$ cat config.mk
export PLATFORM = sky130hd
export DESIGN_NAME = multicycle_controller
export DESIGN_NICKNAME = d
export VERILOG_FILES = /design/src/rtl/multicycle_controller_pkg.sv /design/src/rtl/multicycle_controller_mem_wait_timer.sv /design/src/rtl/multicycle_controller.sv
export SDC_FILE = /design/constraint.sdc
export NUM_CORES = 1
export LEC_CHECK = 0
export ABC_AREA = 1
export BUFFER_PORTS_ARGS = -buffer_cell sky130_fd_sc_hd__buf_2
export CAP_MARGIN = 20
export CORE_ASPECT_RATIO = 1.5
export CORE_UTILIZATION = 38
export DETAILED_ROUTE_END_ITERATION = 6
export GPL_ROUTABILITY_DRIVEN = 0
export PLACE_DENSITY = 0.69
export SKIP_CTS_REPAIR_TIMING = 1
export SLEW_MARGIN = 20
export SYNTH_ARGS = -nofsm -noshare
export SYNTH_HDL_FRONTEND = slang
export SYNTH_SLANG_ARGS = --single-unit
export TNS_END_PERCENT = 1
$ cat constraint.sdc
create_clock -name clk -period 1.3 [get_ports clk]
set_clock_uncertainty 0.05 [all_clocks]
set_input_delay 0.26 -clock clk [delete_from_list [all_inputs] [get_ports clk]]
set_output_delay 0.26 -clock clk [all_outputs]
set_load 0.005 [all_outputs]
$ cat src/rtl/multicycle_controller_pkg.sv
// Shared definitions for the multi-cycle RV32I control FSM.
// Holds the supported opcodes, the state encoding and the encodings of
// every datapath select driven by the controller.
package multicycle_controller_pkg;

    // Supported opcodes (instr[6:0])
    localparam logic [6:0] OP_LW  = 7'b0000011;
    localparam logic [6:0] OP_SW  = 7'b0100011;
    localparam logic [6:0] OP_R   = 7'b0110011;
    localparam logic [6:0] OP_BEQ = 7'b1100011;

    // FSM states
    typedef logic [3:0] state_t;
    localparam state_t S_FETCH    = 4'd0;
    localparam state_t S_DECODE   = 4'd1;
    localparam state_t S_MEMADR   = 4'd2;
    localparam state_t S_MEMREAD  = 4'd3;
    localparam state_t S_MEMWB    = 4'd4;
    localparam state_t S_MEMWRITE = 4'd5;
    localparam state_t S_EXECR    = 4'd6;
    localparam state_t S_ALUWB    = 4'd7;
    localparam state_t S_BEQ      = 4'd8;
    localparam state_t S_HALT     = 4'd9;

    // ALU A operand select
    localparam logic [1:0] SRCA_PC     = 2'b00;
    localparam logic [1:0] SRCA_OLDPC  = 2'b01;
    localparam logic [1:0] SRCA_RS1    = 2'b10;

    // ALU B operand select
    localparam logic [1:0] SRCB_RS2    = 2'b00;
    localparam logic [1:0] SRCB_IMM    = 2'b01;
    localparam logic [1:0] SRCB_FOUR   = 2'b10;

    // ALU control
    localparam logic [1:0] ALUOP_ADD   = 2'b00;
    localparam logic [1:0] ALUOP_SUB   = 2'b01;
    localparam logic [1:0] ALUOP_FUNCT = 2'b10;

    // Immediate format
    localparam logic [1:0] IMM_I       = 2'b00;
    localparam logic [1:0] IMM_S       = 2'b01;
    localparam logic [1:0] IMM_B       = 2'b10;

    // Result mux select
    localparam logic [1:0] RES_ALUOUT  = 2'b00;
    localparam logic [1:0] RES_MDR     = 2'b01;
    localparam logic [1:0] RES_ALU     = 2'b10;

endpackage

$ cat src/rtl/multicycle_controller_mem_wait_timer.sv
// Memory wait timer shared by FETCH, MEMREAD and MEMWRITE.
// Counts consecutive cycles spent in a memory state without mem_ready and
// flags expiry in the cycle whose increment would reach MEM_TIMEOUT.
// Ports:
//   clk, reset     - clock and synchronous active-high reset
//   in_mem_state   - FSM currently sits in a memory-access state
//   mem_ready      - memory completes the access this cycle
//   expired        - give up on this access (never set when mem_ready = 1)
module multicycle_controller_mem_wait_timer #(
    parameter int MEM_TIMEOUT = 16
) (
    input  logic clk,
    input  logic reset,
    input  logic in_mem_state,
    input  logic mem_ready,
    output logic expired
);
    localparam int CNT_W = (MEM_TIMEOUT < 1) ? 1 : $clog2(MEM_TIMEOUT + 1);
    localparam logic [CNT_W-1:0] LAST = CNT_W'(MEM_TIMEOUT - 1);

    logic [CNT_W-1:0] wait_cnt;
    logic             waiting;

    assign waiting = in_mem_state && !mem_ready;

    // Any cycle that is not a stalled memory cycle clears the count, which
    // covers both leaving the state and the ready cycle itself.
    always_ff @(posedge clk) begin
        if (reset || !waiting) begin
            wait_cnt <= '0;
        end else if (wait_cnt != '1) begin
            wait_cnt <= wait_cnt + CNT_W'(1);
        end
    end

    // A ready arriving on the limit cycle wins because waiting is then low.
    assign expired = (MEM_TIMEOUT != 0) && waiting && (wait_cnt == LAST);

endmodule

$ cat src/rtl/multicycle_controller.sv
// Multi-cycle control FSM for the RV32I subset core (lw, sw, R-type, beq).
// Sequences the shared datapath through fetch/decode/execute/memory/
// writeback, handshakes with a unified memory port, counts retired
// instructions and halts on illegal opcodes or memory timeouts.
// Ports:
//   clk, reset        - clock, synchronous active-high reset
//   op, zero          - opcode from IR, ALU zero flag
//   mem_ready         - memory completes the current access
//   mem_req/mem_write - memory request and store strobe
//   adr_src, ir_write, pc_write, reg_write - datapath enables/selects
//   alu_src_a/b, alu_op, imm_src, result_src - datapath mux controls
//   illegal, timeout  - sticky fault flags
//   instret           - retired-instruction counter (wraps)
module multicycle_controller
    import multicycle_controller_pkg::*;
#(
    parameter int MEM_TIMEOUT = 16,
    parameter int INSTRET_W   = 32
) (
    input  logic                 clk,
    input  logic                 reset,
    input  logic [6:0]           op,
    input  logic                 zero,
    input  logic                 mem_ready,
    output logic                 mem_req,
    output logic                 mem_write,
    output logic                 adr_src,
    output logic                 ir_write,
    output logic                 pc_write,
    output logic                 reg_write,
    output logic [1:0]           alu_src_a,
    output logic [1:0]           alu_src_b,
    output logic [1:0]           alu_op,
    output logic [1:0]           imm_src,
    output logic [1:0]           result_src,
    output logic                 illegal,
    output logic                 timeout,
    output logic [INSTRET_W-1:0] instret
);
    state_t state_q;
    state_t state_d;
    logic   retire;
    logic   set_illegal;
    logic   set_timeout;
    logic   in_mem_state;
    logic   wait_expired;

    assign in_mem_state = (state_q == S_FETCH) || (state_q == S_MEMREAD) ||
                          (state_q == S_MEMWRITE);

    multicycle_controller_mem_wait_timer #(
        .MEM_TIMEOUT (MEM_TIMEOUT)
    ) u_timer (
        .clk          (clk),
        .reset        (reset),
        .in_mem_state (in_mem_state),
        .mem_ready    (mem_ready),
        .expired      (wait_expired)
    );

    // Next-state, retire and fault detection
    always_comb begin
        state_d     = state_q;
        retire      = 1'b0;
        set_illegal = 1'b0;
        set_timeout = 1'b0;
        case (state_q)
            S_FETCH: begin
                if (mem_ready) begin
                    state_d = S_DECODE;
                end else if (wait_expired) begin
                    state_d     = S_HALT;
                    set_timeout = 1'b1;
                end
            end
            S_DECODE: begin
                case (op)
                    OP_LW, OP_SW: state_d = S_MEMADR;
                    OP_R:         state_d = S_EXECR;
                    OP_BEQ:       state_d = S_BEQ;
                    default: begin
                        state_d     = S_HALT;
                        set_illegal = 1'b1;
                    end
                endcase
            end
            S_MEMADR:  state_d = (op == OP_LW) ? S_MEMREAD : S_MEMWRITE;
            S_MEMREAD: begin
                if (mem_ready) begin
                    state_d = S_MEMWB;
                end else if (wait_expired) begin
                    state_d     = S_HALT;
                    set_timeout = 1'b1;
                end
            end
            S_MEMWB: begin
                state_d = S_FETCH;
                retire  = 1'b1;
            end
            S_MEMWRITE: begin
                if (mem_ready) begin
                    state_d = S_FETCH;
                    retire  = 1'b1;
                end else if (wait_expired) begin
                    state_d     = S_HALT;
                    set_timeout = 1'b1;
                end
            end
            S_EXECR: state_d = S_ALUWB;
            S_ALUWB, S_BEQ: begin
                state_d = S_FETCH;
                retire  = 1'b1;
            end
            S_HALT:  state_d = S_HALT;
            default: state_d = S_FETCH;
        endcase
    end

    always_ff @(posedge clk) begin
        if (reset) begin
            state_q <= S_FETCH;
            instret <= '0;
            illegal <= 1'b0;
            timeout <= 1'b0;
        end else begin
            state_q <= state_d;
            if (retire) begin
                instret <= instret + INSTRET_W'(1);
            end
            if (set_illegal) begin
                illegal <= 1'b1;
            end
            if (set_timeout) begin
                timeout <= 1'b1;
            end
        end
    end

    // Datapath controls; reset forces every enable and select to zero
    always_comb begin
        mem_req    = 1'b0;
        mem_write  = 1'b0;
        adr_src    = 1'b0;
        ir_write   = 1'b0;
        pc_write   = 1'b0;
        reg_write  = 1'b0;
        alu_src_a  = SRCA_PC;
        alu_src_b  = SRCB_RS2;
        alu_op     = ALUOP_ADD;
        imm_src    = IMM_I;
        result_src = RES_ALUOUT;
        if (!reset) begin
            case (state_q)
                S_FETCH: begin
                    mem_req    = 1'b1;
                    alu_src_a  = SRCA_PC;
                    alu_src_b  = SRCB_FOUR;
                    alu_op     = ALUOP_ADD;
                    result_src = RES_ALU;
                    ir_write   = mem_ready;
                    pc_write   = mem_ready;
                end
                S_DECODE: begin
                    // Precompute the branch target into ALUOut
                    alu_src_a = SRCA_OLDPC;
                    alu_src_b = SRCB_IMM;
                    imm_src   = IMM_B;
                    alu_op    = ALUOP_ADD;
                end
                S_MEMADR: begin
                    alu_src_a = SRCA_RS1;
                    alu_src_b = SRCB_IMM;
                    alu_op    = ALUOP_ADD;
                    imm_src   = (op == OP_SW) ? IMM_S : IMM_I;
                end
                S_MEMREAD: begin
                    mem_req = 1'b1;
                    adr_src = 1'b1;
                end
                S_MEMWB: begin
                    result_src = RES_MDR;
                    reg_write  = 1'b1;
                end
                S_MEMWRITE: begin
                    mem_req   = 1'b1;
                    mem_write = 1'b1;
                    adr_src   = 1'b1;
                end
                S_EXECR: begin
                    alu_src_a = SRCA_RS1;
                    alu_src_b = SRCB_RS2;
                    alu_op    = ALUOP_FUNCT;
                end
                S_ALUWB: begin
                    result_src = RES_ALUOUT;
                    reg_write  = 1'b1;
                end
                S_BEQ: begin
                    alu_src_a  = SRCA_RS1;
                    alu_src_b  = SRCB_RS2;
                    alu_op     = ALUOP_SUB;
                    result_src = RES_ALUOUT;
                    pc_write   = zero;
                end
                default: ;
            endcase
        end
    end

endmodule

==> run_summary.xml, run 1 <==
<?xml version="1.0" encoding="UTF-8"?>
<metrics>
  <group name="logic_synthesis">
    <metric name="postSynthNetCount" unit="">481</metric>
    <metric name="post_synth_most_frequent_cells" unit="">142 x nand2_1, 97 x nor2_1, 52 x inv_1</metric>
    <metric name="synth_seq_area_share" unit="%">31.2</metric>
    <metric name="synth.yosys.warnings" unit="">0</metric>
    <metric name="ys_ff_latch" unit="">43</metric>
    <metric name="synth_edf_count" unit="">0</metric>
    <metric name="syn_inst" unit="">466</metric>
    <metric name="synth_cell_type_count" unit="">28</metric>
    <metric name="yosys_top_cell_by_area" unit="">dfxtp_1</metric>
    <metric name="synth.area.top_cells" unit="">dfxtp_1 31%, nand2_1 19%, nor2_1 13%</metric>
    <metric name="mappedNetlistArea" unit="um2">2760</metric>
    <metric name="asyncSetResetFlopFracSynth" unit="%">0</metric>
    <metric name="syn-mean-instance-area" unit="um2">5.92</metric>
    <metric name="synth_top_flop_cell" unit="">dfxtp_1</metric>
    <metric name="post-synth-top-count-cell" unit="">nand2_1</metric>
    <metric name="synth_top_area_share" unit="%">31.2</metric>
  </group>
  <group name="cells_and_area">
    <metric name="final_layout_size_suffix_gt1_share" unit="%">37.1</metric>
    <metric name="nNetsFinal" unit="">642</metric>
    <metric name="antenna_cells" unit="">0</metric>
    <metric name="area.growth.synth_to_final" unit="%">51.0</metric>
    <metric name="fillerInstances" unit="">655</metric>
  </group>
  <group name="global_route">
    <metric name="globalRouteOverflowTotal" unit="">0</metric>
    <metric name="pin_count_of_the_biggest_net_entering_global_routing" unit="">23</metric>
    <metric name="gr-usage-all-layers" unit="%">22.1</metric>
    <metric name="grt_pass1_vias" unit="">3222</metric>
    <metric name="grt_first_pass_wirelength" unit="mm">13.3</metric>
    <metric name="grt_antenna_before_repair" unit="">0</metric>
  </group>
  <group name="power_and_ir_drop">
    <metric name="powerDensity" unit="nW/um2">701</metric>
    <metric name="total_power" unit="W">0.00292</metric>
    <metric name="clock_power_share" unit="%">29.6</metric>
    <metric name="worst_ir_drop_vdd" unit="V">0.000481</metric>
    <metric name="cell_internal_pwr" unit="W">0.00203</metric>
    <metric name="share_comb_of_total_power" unit="%">23.1</metric>
    <metric name="p_leak" unit="nW">1.92</metric>
    <metric name="power.switching" unit="W">0.000892</metric>
    <metric name="power.sequential.fraction" unit="%">47.3</metric>
    <metric name="power.share.switching" unit="%">30.5</metric>
  </group>
  <group name="critical_path">
    <metric name="reg2reg_depth" unit="">9</metric>
    <metric name="cp_max_fo" unit="">6</metric>
    <metric name="worst_setup_path_start_kind" unit="">flop</metric>
    <metric name="crit_slowest_cell" unit="">dfxtp_2</metric>
    <metric name="cp_data_required_time" unit="ns">0.99</metric>
    <metric name="worstSetupPathType" unit="">flop to primary output</metric>
    <metric name="timing.critical_path.slowest_cell_delay" unit="ns">0.37</metric>
    <metric name="cp_top_family" unit="">buffers and inverters</metric>
    <metric name="crit_chain" unit="">buf_4 &gt; nor2_4 &gt; inv_2 &gt; nor2_2 &gt; inv_1 &gt; a21oi_1 &gt; buf_2</metric>
    <metric name="number_of_buffers_and_inverters_on_the_critical_path" unit="">4</metric>
    <metric name="critical_path_cell_count" unit="">7</metric>
    <metric name="nature_of_the_critical_path_endpoint" unit="">primary output</metric>
    <metric name="arrival_worst_endpoint" unit="ns">1.46</metric>
  </group>
  <group name="sta">
    <metric name="final.setup.worst_slack" unit="ns">-0.473</metric>
    <metric name="worst_slew_pin_slew" unit="ns">0.307</metric>
    <metric name="finalCritPeriodShare" unit="%">136</metric>
    <metric name="grt_setup_unrepaired" unit="">true</metric>
    <metric name="final-hold-violation-count" unit="">0</metric>
    <metric name="final.setup.tns" unit="ns">-15.72</metric>
    <metric name="slew_violations" unit="">0</metric>
    <metric name="headroom_to_the_max_slew_limit" unit="%">79.5</metric>
    <metric name="max_freq" unit="GHz">0.564</metric>
    <metric name="layout_min_cycle_time" unit="ns">1.77</metric>
    <metric name="final-setup-viol-count" unit="">60</metric>
  </group>
  <group name="detailed_routing">
    <metric name="drt_pass1_iterations" unit="">4</metric>
    <metric name="totalWireLength" unit="mm">8.52</metric>
    <metric name="vias" unit="">3437</metric>
    <metric name="wire_per_inst" unit="um">12.1</metric>
    <metric name="route.detailed.drc" unit="">0</metric>
    <metric name="antenna_violating_nets_post_route" unit="">0</metric>
    <metric name="number_of_drc_markers_after_the_initial_detailed_route_iteration" unit="">165</metric>
    <metric name="vias_per_cell" unit="">4.87</metric>
  </group>
  <group name="die">
    <metric name="io-pin-count" unit="">61</metric>
    <metric name="fp.dieArea" unit="um2">7620</metric>
    <metric name="initial_core_utilization" unit="%">39.7</metric>
    <metric name="floorplan.die.width" unit="um">71.6</metric>
    <metric name="placeableCoreArea" unit="um2">6940</metric>
    <metric name="floorplan.rows" unit="">37</metric>
    <metric name="die_h" unit="um">106</metric>
  </group>
  <group name="flow_run">
    <metric name="drv.max_cap_violation_count" unit="">0</metric>
  </group>
  <group name="place">
    <metric name="detailedPlacementHpwl" unit="mm">6.67</metric>
    <metric name="placement.io_buffers" unit="">60</metric>
  </group>
  <group name="cts">
    <metric name="clock-root-buffer" unit="">clkbuf_8</metric>
    <metric name="worstSkewPairLatency" unit="ns">0.31</metric>
    <metric name="cts-root-to-sink-buffers" unit="">2</metric>
    <metric name="clock_sinks" unit="">43</metric>
    <metric name="tritoncts.num_buffers" unit="">5</metric>
    <metric name="tritoncts" unit="">built</metric>
    <metric name="clk_pin_slew" unit="ns">0.09</metric>
    <metric name="h_tree_lvls" unit="">2</metric>
  </group>
  <group name="hold_path">
    <metric name="depth_of_the_worst_hold_timing_path" unit="">2</metric>
    <metric name="timing.hold.worst.class" unit="">input pin to flop</metric>
  </group>
  <group name="run_status">
    <metric name="failed_checks" unit="">setup timing</metric>
    <metric name="run_status" unit="">finished, violations left</metric>
  </group>
</metrics>
-- metrics by stage --
step                instance area [um2]  setup slack (ns)  instances  hold slack [ns]  util, %
global placement                   3970            -0.304        697            0.390     57.2
finish                             4170            -0.473        706            0.219     60.0
CTS                                4060            -0.605        705            0.216     58.4
floorplan                          2840           -0.0744        466            0.397        -
global route                       4170            -0.542        706            0.230     60.0
detailed placement                 3970            -0.328        697            0.394     57.2
-- path summary, 6_finish.rpt --
kind / startpoint / endpoint / slack, ns
hold / removal: reset / state_q[2] / 0.22
hold reg to reg: illegal / illegal / 0.41
setup / recovery: state_q[3] / alu_src_b[0] / -0.47
setup reg to reg: state_q[0] / instret[30] / -0.33
-- flip-flops by register name, summed over array words and instances (netlist names) --
signal	flops
instret	32
u_timer.wait_cnt	5
state_q	4
illegal	1
timeout	1
-- power by group through the flow --
stage	logic [W]	registers [W]	clock network [W]
after floorplan	0.000310	0.00141	0
after global placement	0.000609	0.00141	0
after detailed placement	0.000631	0.00141	0
after CTS	0.000634	0.00138	0.000895
after global routing	0.000724	0.00139	0.000941
final	0.000674	0.00138	0.000865
-- per-layer routing --
metal,wire length (um),track usage [%]
met4,255,10.9
met1,3260,21.1
met5,0,0
met2,4600,43.7
met3,409,3.89
-- logic make-up after synthesis --
family	share of synthesized area, %
AND/OR/NAND/NOR	47.1
buffers and inverters	9.79
AO/OA/AOI/OAI	8.25
flip-flops	31.2
XOR/XNOR	1.90
adder cells (fa/ha/maj)	1.81
-- placed cells by master (no fill, tap or decap) --
cell type,count
and3_4,1
clkinv_2,3
a21oi_1,30
o31ai_1,1
ha_2,1
buf_4,100
and2_1,2
nor2_2,11
nor2_4,12
clkbuf_8,5
nor3b_1,1
buf_6,2
ha_4,3
o21ai_0,8
o21bai_1,2
dfxtp_2,14
nand2_2,6
buf_2,60
inv_2,4
nand3_4,2
nand4_1,8
xnor2_1,1
buf_12,2
dfxtp_4,2
dfxtp_1,27
nand2_1,138
o21ai_1,3
xor2_1,5
nand3_2,4
inv_1,51
nand3_1,23
nor3_1,10
nand2_4,1
nor2_1,85
-- layout make-up --
type / count / area, um2 / share of cell area [%]
clock buffers: 5 / 68.8 / 1.65
repair buffers: 164 / 1110 / 26.7
inverters: 55 / 206 / 4.95
well taps: 78 / 97.6 / 2.34
clock inverters: 3 / 15.0 / 0.360
flip-flops and latches: 43 / 886 / 21.2
multi-input cells: 358 / 1780 / 42.7
(Power assumes the default switching activity.)
==> run 2, diff against run 1 <==
Settings changed: PLACE_DENSITY 0.69 to 0.66, SKIP_CTS_REPAIR_TIMING 1 to not set.
==> run 2 against run 1 <==
The run still ends with setup timing left. Sequential power is essentially flat. Critical endpoint is now pc_write. Critical path depth stayed put. Clock power is 12% higher. Cell count shrank 1.3%. Clock-buffer cell count is 3 higher. Die area stayed put. First-iteration DRC count is 7.3% lower. Global-route usage is 0.41 points higher. Flip-flop and latch count unchanged.
==> run_summary.xml, run 2 (synthesis results as in run 1) <==
<?xml version="1.0" encoding="UTF-8"?>
<metrics>
  <group name="cells_and_area">
    <metric name="most_used_cells_in_the_layout_excluding_fill_and_tap_cells" unit="">137 x nand2_1, 91 x buf_4, 73 x nor2_1, 60 x buf_2, 49 x inv_1</metric>
    <metric name="flip_flop_count_of_the_largest_register_all_copies_and_words_added" unit="">32</metric>
    <metric name="final_layout_size_suffix_gt1_share" unit="%">39.6</metric>
    <metric name="finalInstanceArea" unit="um2">4190</metric>
    <metric name="area.growth.synth_to_final" unit="%">51.7</metric>
    <metric name="mostFrequentLayoutCell" unit="">nand2_1</metric>
    <metric name="top_flop_regs" unit="">instret (32), u_timer.wait_cnt (5), state_q (4)</metric>
    <metric name="post-route-util" unit="%">60.3</metric>
    <metric name="register_with_the_highest_flop_count" unit="">instret</metric>
    <metric name="nNetsFinal" unit="">633</metric>
    <metric name="antenna_cells" unit="">0</metric>
    <metric name="layoutNonFillerInstCount" unit="">697</metric>
  </group>
  <group name="global_route">
    <metric name="pin_count_of_the_biggest_net_entering_global_routing" unit="">24</metric>
    <metric name="globalRouteOverflowTotal" unit="">0</metric>
    <metric name="grt_pass1_vias" unit="">3250</metric>
    <metric name="gr-usage-all-layers" unit="%">22.5</metric>
    <metric name="grt_first_pass_wirelength" unit="mm">13.7</metric>
    <metric name="grt_antenna_before_repair" unit="">0</metric>
  </group>
  <group name="die">
    <metric name="floorplan.die.width" unit="um">71.6</metric>
    <metric name="die_h" unit="um">106</metric>
    <metric name="io-pin-count" unit="">61</metric>
    <metric name="placeableCoreArea" unit="um2">6940</metric>
    <metric name="fp.dieArea" unit="um2">7620</metric>
    <metric name="initial_core_utilization" unit="%">39.7</metric>
    <metric name="floorplan.rows" unit="">37</metric>
  </group>
  <group name="sta">
    <metric name="grt_setup_unrepaired" unit="">true</metric>
    <metric name="layout_min_cycle_time" unit="ns">1.74</metric>
    <metric name="max_freq" unit="GHz">0.576</metric>
    <metric name="worst_slew_pin_slew" unit="ns">0.347</metric>
    <metric name="final.setup.worst_slack" unit="ns">-0.437</metric>
    <metric name="final-setup-viol-count" unit="">58</metric>
    <metric name="headroom_to_the_max_slew_limit" unit="%">76.8</metric>
    <metric name="final.setup.tns" unit="ns">-13.03</metric>
    <metric name="final-hold-violation-count" unit="">0</metric>
    <metric name="finalCritPeriodShare" unit="%">134</metric>
    <metric name="slew_violations" unit="">0</metric>
  </group>
  <group name="critical_path">
    <metric name="crit_slowest_cell" unit="">dfxtp_2</metric>
    <metric name="crit_chain" unit="">buf_4 &gt; nor2_4 &gt; inv_2 &gt; nor2_4 &gt; nand2_1 &gt; a21oi_1 &gt; buf_2</metric>
    <metric name="cp_data_required_time" unit="ns">0.99</metric>
    <metric name="timing.critical_path.slowest_cell_delay" unit="ns">0.34</metric>
    <metric name="nature_of_the_critical_path_endpoint" unit="">primary output</metric>
    <metric name="arrival_worst_endpoint" unit="ns">1.43</metric>
    <metric name="worst_setup_path_start_kind" unit="">flop</metric>
    <metric name="number_of_buffers_and_inverters_on_the_critical_path" unit="">3</metric>
    <metric name="cp_max_fo" unit="">4</metric>
    <metric name="cp_top_family" unit="">flip-flops</metric>
    <metric name="worst_path_most_repeated_cell" unit="">nor2_4</metric>
    <metric name="worstSetupPathType" unit="">flop to primary output</metric>
  </group>
  <group name="detailed_routing">
    <metric name="number_of_drc_markers_after_the_initial_detailed_route_iteration" unit="">153</metric>
    <metric name="wire_per_inst" unit="um">11.7</metric>
    <metric name="vias" unit="">3360</metric>
    <metric name="route.detailed.drc" unit="">0</metric>
    <metric name="antenna_violating_nets_post_route" unit="">0</metric>
    <metric name="vias_per_cell" unit="">4.82</metric>
    <metric name="totalWireLength" unit="mm">8.13</metric>
    <metric name="drt_pass1_iterations" unit="">4</metric>
  </group>
  <group name="cts">
    <metric name="clock-root-buffer" unit="">clkbuf_8</metric>
    <metric name="clk_pin_slew" unit="ns">0.08</metric>
    <metric name="tritoncts" unit="">built</metric>
    <metric name="worstSkewPairLatency" unit="ns">0.30</metric>
    <metric name="holdBufCountCts" unit="">0</metric>
    <metric name="tritoncts.num_buffers" unit="">5</metric>
    <metric name="cts-root-to-sink-buffers" unit="">2</metric>
    <metric name="cts_setup_buffers" unit="">0</metric>
    <metric name="h_tree_lvls" unit="">2</metric>
    <metric name="clock_sinks" unit="">43</metric>
  </group>
  <group name="run_status">
    <metric name="run_status" unit="">finished, violations left</metric>
    <metric name="failed_checks" unit="">setup timing</metric>
  </group>
  <group name="place">
    <metric name="placement.io_buffers" unit="">60</metric>
    <metric name="post-place-cells" unit="">689</metric>
    <metric name="detailedPlacementHpwl" unit="mm">6.36</metric>
    <metric name="detailedPlace.worstSlack" unit="ns">-0.335</metric>
    <metric name="placement.cell_area" unit="um2">3900</metric>
  </group>
  <group name="power_and_ir_drop">
    <metric name="worst_ir_drop_vdd" unit="V">0.000719</metric>
    <metric name="p_leak" unit="nW">1.89</metric>
    <metric name="powerDensity" unit="nW/um2">726</metric>
  </group>
  <group name="flow_run">
    <metric name="drv.max_cap_violation_count" unit="">0</metric>
  </group>
  <group name="hold_path">
    <metric name="timing.hold.worst.class" unit="">input pin to flop</metric>
  </group>
</metrics>
## run 2: cell types whose count changed in the layout (fill, tap and decap cells not counted), moves of 3 or more
cell	previous run	this run
a21oi_1	30	27
a21oi_2	0	3
buf_4	100	91
clkinv_2	3	0
nand3_1	23	20
nand3_2	4	8
nor2_1	85	73
nor2_2	11	22
## run 2: per-stage QoR
| stage | hold slack (ns) | power (W) |
|---|---|---|
| final | 0.230 | 0.00304 |
| after global routing | 0.245 | 0.00320 |
| after CTS | 0.227 | 0.00305 |
| after detailed placement | 0.387 | 0.00202 |
| after global placement | 0.386 | 0.00200 |
| after floorplan | 0.397 | 0.00172 |
## run 2: final timing paths
kind / end / slack (ns) / depth (start not counted) / from
worst min register to register: timeout / 0.40 / 2 / timeout
worst max-delay path: pc_write / -0.44 / 7 / state_q[2]
worst min-delay path: state_q[3] / 0.23 / 2 / reset
worst max register to register: instret[23] / -0.28 / 10 / state_q[3]
## run 2: metal layers
metal	routed length (um)	part of all wire (%)	global-route usage [%]	vias up
met3	260	3.2	3.22	13
met4	155	1.9	8.12	0
li1	-	-	-	1755
met1	3280	40	23.8	1518
met2	4440	55	43.9	74
met5	0	0	0	-
## run 2: worst register-to-register path: cells and delay by family, from the launching register on
kind                   cells  cell delay (ns)
and+or+nand+nor            7             0.69
buffers and inverters      3             0.34
DFF                        1             0.39
## run 2: final cells by class
class,instances,area [um2]
flip-flops and latches,43,887
inverters,55,206
clock buffers,8,100
well taps,78,97.6
fillers,655,2760
multi-input cells,358,1860
repair buffers,155,1040
## run 2: what timing repair did
| action | 4_1_cts | 5_1_grt |
|---|---|---|
| gates resized for setup | 41 | 23 |
| pin swaps | 6 | 4 |
| cloned | 0 | 0 |
| endpoints found under the setup margin | 59 | 61 |
## run 2: power breakdown
group	switching, W	internal [W]
clock	0.000483	0.000486
sequential	0.0000375	0.00135
combinational	0.000358	0.000321
total	0.000879	0.00216
